<file path="config.mk">
export PLATFORM = sky130hd
export DESIGN_NAME = data_gen
export DESIGN_NICKNAME = d
export VERILOG_FILES = /design/src/rtl/data_gen.sv
export SDC_FILE = /design/constraint.sdc
export NUM_CORES = 1
export LEC_CHECK = 0
export CORE_AREA = 5 5 96 98
export CTS_CLUSTER_SIZE = 10
export DETAILED_ROUTE_END_ITERATION = 8
export DIE_AREA = 0 0 101 103
export GPL_TIMING_DRIVEN = 0
export REMOVE_ABC_BUFFERS = 1
export SYNTH_ARGS = -nofsm -noshare
export SYNTH_HDL_FRONTEND = slang
export SYNTH_SLANG_ARGS = --single-unit
</file>
<file path="constraint.sdc">
create_clock -name sys_clk -period 2.1 [get_ports sys_clk]
set_input_delay 0.525 -clock sys_clk [delete_from_list [all_inputs] [get_ports sys_clk]]
set_output_delay 0.525 -clock sys_clk [all_outputs]
set_load 0.05 [all_outputs]
</file>
<file path="src/rtl/data_gen.sv">
// Test-pattern source for the seven-segment display path: a decimal count that
// advances once per time slot and wraps at DATA_MAX, plus constant display controls.
module data_gen #(
    parameter logic [22:0] TIME_MAX = 23'd4_999_999,
    parameter logic [19:0] DATA_MAX = 20'd999_999
) (
    input  logic        sys_clk,
    input  logic        sys_rst_n,
    output logic [19:0] data,
    output logic [5:0]  point,
    output logic        sign,
    output logic        seg_en
);

    logic [22:0] cnt_slot;
    logic        slot_end;

    assign slot_end = (cnt_slot == TIME_MAX);

    always_ff @(posedge sys_clk or negedge sys_rst_n) begin
        if (!sys_rst_n) begin
            cnt_slot <= 23'd0;
        end else if (slot_end) begin
            cnt_slot <= 23'd0;
        end else begin
            cnt_slot <= cnt_slot + 23'd1;
        end
    end

    // >= rather than == so an out-of-range value can never keep counting upward
    always_ff @(posedge sys_clk or negedge sys_rst_n) begin
        if (!sys_rst_n) begin
            data <= 20'd0;
        end else if (slot_end) begin
            if (data >= DATA_MAX) begin
                data <= 20'd0;
            end else begin
                data <= data + 20'd1;
            end
        end
    end

    always_ff @(posedge sys_clk or negedge sys_rst_n) begin
        if (!sys_rst_n) begin
            point  <= 6'b000000;
            sign   <= 1'b0;
            seg_en <= 1'b0;
        end else begin
            point  <= 6'b000000;
            sign   <= 1'b0;
            seg_en <= 1'b1;
        end
    end

endmodule

</file>
==> Word level (Yosys, flattened, before mapping) <==
Index checks and enable logic that the tools add are counted.
{ "totals": {"in_bits": 2, "register_bits": 44, "output_inout_bits": 28} }
{ "classes": {"order_cmp": 1, "n_mux": 2, "eq_ne": 1, "n_addsub": 2} }
{ "op_table": {"columns": ["operator", "count"], "rows": [
  ["$add A23 B1 Y23 const B", 1],
  ["$eq A23 B23 Y1 const B", 1],
  ["$mux W23", 1],
  ["$add A20 B1 Y20 const B", 1],
  ["$ge A20 B20 Y1 const B", 1],
  ["$mux W20", 1]
]} }

==> Logic depth before layout (Yosys ltp) <==
{ "depth": {"word_depth": 2, "ltp_mapped": 7, "mapped_depth_nobuf": 6} }

==> Worst setup path before layout <==
OpenSTA, ideal clock, no wires.
{ "synth_timing": {"path_kind": "reg2reg", "start": "reg data[0]", "end": "reg data[5]", "stages_incl_launch_ff": 8, "synth_period_minus_slack_ns": 2.411, "arrival_time_ns": 2.290, "slack_ns": -0.311, "required_ns": 1.979, "path_cell_list": "dfrtp_1 -> ha_1 -> nand3_1 -> o21ai_0 -> o31a_1 -> clkbuf_1 -> o21ai_0 -> a22o_1"} }
{ "synth_between": {"elab_chain_cells": 2, "word_cells_on_any_way": 3, "classes_between": "1 x add/sub; 1 x order compare; 1 x mux"} }
{ "synth_lines": {"columns": ["item", "line", "source"], "rows": [
  ["from (decl)", "9", "output logic [19:0] data,"],
  ["from (signal assigned)", "38", "data <= data + 20'd1;"],
  ["$add A20 B1 Y20 / $ge A20 B20 Y1 (equally long branches)", "38, 35", null],
  ["$mux W20 (*)", "35", "if (data >= DATA_MAX) begin"]
]} }
Mark *: on every way between the ends. The rest lies on a longest branch, timed or not.
A chain may end at the register's enable or synchronous reset.

==> Final worst setup path <==
{ "layout_timing": {"start": "reg cnt_slot[10]", "end": "reg data[17]"} }
{ "layout_between": {"elab_chain_cells": 1} }
{ "layout_lines": {"columns": ["item", "line", "source"], "rows": [
  ["from (decl)", "15", "logic [22:0] cnt_slot;"],
  ["from (signal assigned)", "26", "cnt_slot <= cnt_slot + 23'd1;"],
  ["$eq A23 B23 Y1", "18", "assign slot_end = (cnt_slot == TIME_MAX);"]
]} }
No other way between the ends.

==> results_dict.tcl <==
set metrics [dict create \
    grt_pass1_wl_um 9980 \
    fin_setup_tns_ps 0 \
    dieWidth_um 101 \
    fin_crit_sh 0.992 \
    initial_core_util 0.285 \
    synth.cell_area_mm2 0.00239 \
    cap_violations 0 \
    first_iter_violations 147 \
    clk_latency_ps 290 \
    syn_avg_cell_area_um2 9.57 \
    grt_pass1_vias 2049 \
    utilization 0.375 \
    max_freq_mhz 480 \
    path_clk_slew_ps 90 \
    io_pins 30 \
    fin_cells 402 \
    seqCellArea_mm2 0.00111 \
    wl_per_cell_um 14.5 \
    relSlewSlack 0.663 \
    ys_warn_count 0 \
    synth_edf_count 0 \
    placed_cells_incl_taps 373 \
    gr-usage-all-layers 0.118 \
    dr.pass1.iters 4 \
    drc 0 \
    status "complete, no violations" \
    cts_tree "yes" \
    rows 34 \
    antenna_found_initial 0 \
    setup_violations 0 \
    h-tree-depth 2 \
    wirelength_um 5820 \
    cts_made_buffers 5 \
    total_power_mw 1.80 \
    crit_fanout 6 \
    synthArstFlopShare 1.00 \
    power_density_mw_per_mm2 572 \
    p_leak_nw 1.42 \
    cp.arrival_ps 2280 \
    port_buffers 22 \
    vias_per_cell 5.08 \
    synth_cells 250 \
    mostFrequentLayoutCells "36 x dfrtp_1, 23 x nand3_1, 20 x nand2_1, 20 x nor2_1, 18 x buf_4" \
    cts.sinks 44 \
    vias 2044 \
    max-vdd-ir-drop_mv 0.266 \
    ys_types 42 \
    rsz0062_at_grt "true" \
    core_mm2 0.00838 \
    ys_dominant_reg_cell "dfrtp_1" \
    drive_gt1_frac 0.214 \
    fp.dieH_um 103 \
    tightest_slew_ps 505 \
    place.gp.congestion 0.786 \
    holdCritPathClass "input port to asynchronous set/reset pin" \
    slew_violations 0 \
    clk_path_buf_depth 2 \
    final_nets 297 \
    drtAntennaViolNets 0 \
    cp-start-kind "flip-flop" \
    critPathKind "flip-flop to flip-flop" \
    area_delta_synth_final_pct 31.2 \
    antenna_cells 0 \
    ys_seq_elements 44 \
    required_ps 2290 \
    ys_seq_area_frac 0.460 \
    finalHoldViolCount 0 \
    cp-end-kind "flip-flop" \
    overflow 0 \
    n_fill_cell 827 \
    regToRegSetupSlack_ps 20 \
    final_common_cell "dfrtp_1" \
    grt_max_degree 34 \
    finalCriticalPeriod_ps 2080 \
    finClkSkew_ps 12.8 \
    cts_hold_buffers 0 \
    dieArea_mm2 0.0104 \
    cts_root_buffer "clkbuf_8" \
    multiInputGateArea_mm2 0.00133 \
    dpl.hpwl_um 3750 \
]
[synth_stat cells, types with 3 or more instances]
cell type   n  area [um^2]
nor2_1     20         75.1
nand2b_1    3         18.8
nor4_1      6         37.5
nor3_1      7         35.0
xor2_1     10         87.6
and3_1      5         31.3
or4_1       4         30.0
a2bb2oi_1   3         26.3
buf_4       7         52.6
and4_1      5         43.8
o31ai_1     5         37.5
nand2_1    20         75.1
inv_1       4         15.0
clkbuf_1    8         30.0
nand4_1    14         87.6
xnor2_1     9         78.8
dfrtp_1    44         1100
o21ai_0    12         60.1
a22o_1      6         52.6
nand3_1    25          125
[power breakdown]
part | internal [mW] | switching [mW] | total, mW
registers | 0.847 | 0.000381 | 0.848
logic | 0.00605 | 0.0486 | 0.0546
clock network | 0.595 | 0.300 | 0.895
total | 1.45 | 0.349 | 1.80
[final timing paths]
kind,startpoint,to,cells after the start
min in group sys_clk,cnt_slot[4]$_DFF_PN0_,cnt_slot[4]$_DFF_PN0_,1
setup reg to reg,cnt_slot[10]$_DFF_PN0_,data[17]$_DFFE_PN0N_,6
setup / recovery,cnt_slot[10]$_DFF_PN0_,data[17]$_DFFE_PN0N_,6
hold / removal,sys_rst_n,cnt_slot[16]$_DFF_PN0_,1
hold reg to reg,cnt_slot[4]$_DFF_PN0_,cnt_slot[4]$_DFF_PN0_,1
max in group asynchronous,sys_rst_n,cnt_slot[12]$_DFF_PN0_,2
[layout make-up]
cell class,instances,area share
Clock buffer,5,0.0219
Inverter,4,0.00478
Sequential cell,44,0.354
Clock inverter,3,0.0287
Tap cell,108,0.0430
Multi-Input combinational cell,193,0.422
Timing Repair Buffer,45,0.125
[metal layers]
layer / global-route usage / part of all wire
met5: 0 / 0
met4: 0.0389 / 0.013
met3: 0.0318 / 0.059
met2: 0.188 / 0.48
met1: 0.157 / 0.45
[repair_timing]
action | in CTS | in global routing
buffers inserted | 17 | 4
endpoints found under the setup margin | 37 | 18
pin swaps | 9 | 7
gates resized for setup | 33 | 20
endpoints found under the hold margin | 0 | 0
[registers in the layout, indices dropped and copies added (netlist names)]
signal and cells:
seg_en 1, data 20, cnt_slot 23
[stage by stage]
| step | instance area, um^2 | hold slack, ps | setup WS (ps) |
|---|---|---|---|
| 4_1_cts | 3030 | 102 | 0.588 |
| 3_3_place_gp | 2690 | 460 | -1580 |
| 2_1_floorplan | 2330 | 229 | -387 |
| 6_report | 3140 | 109 | 16.7 |
| 5_1_grt | 3140 | 109 | -49.7 |
| 3_5_place_dp | 2720 | 431 | -322 |
[worst max-delay path, cell delays in order, from the launching register on]
cell     delay, ps
dfrtp_2        460
or4_4          560
nor4_4         360
nand2_4        130
buf_6          140
a22o_1         200
a21o_1         150
[cell families (layout without fill, tap and decap cells)]
family                   Yosys count  in the layout  synth area share
AO/OA/AOI/OAI                     38             38             0.117
XOR/XNOR                          19             19            0.0696
adder cells (fa/ha/maj)            2              2            0.0105
buffers and inverters             19             57            0.0408
flip-flops                        44             44             0.460
multiplexers                       2              2           0.00837
other                              2              8           0.00314
AND/OR/NAND/NOR                  124            124             0.291
Power figures use the tool's default switching activity.
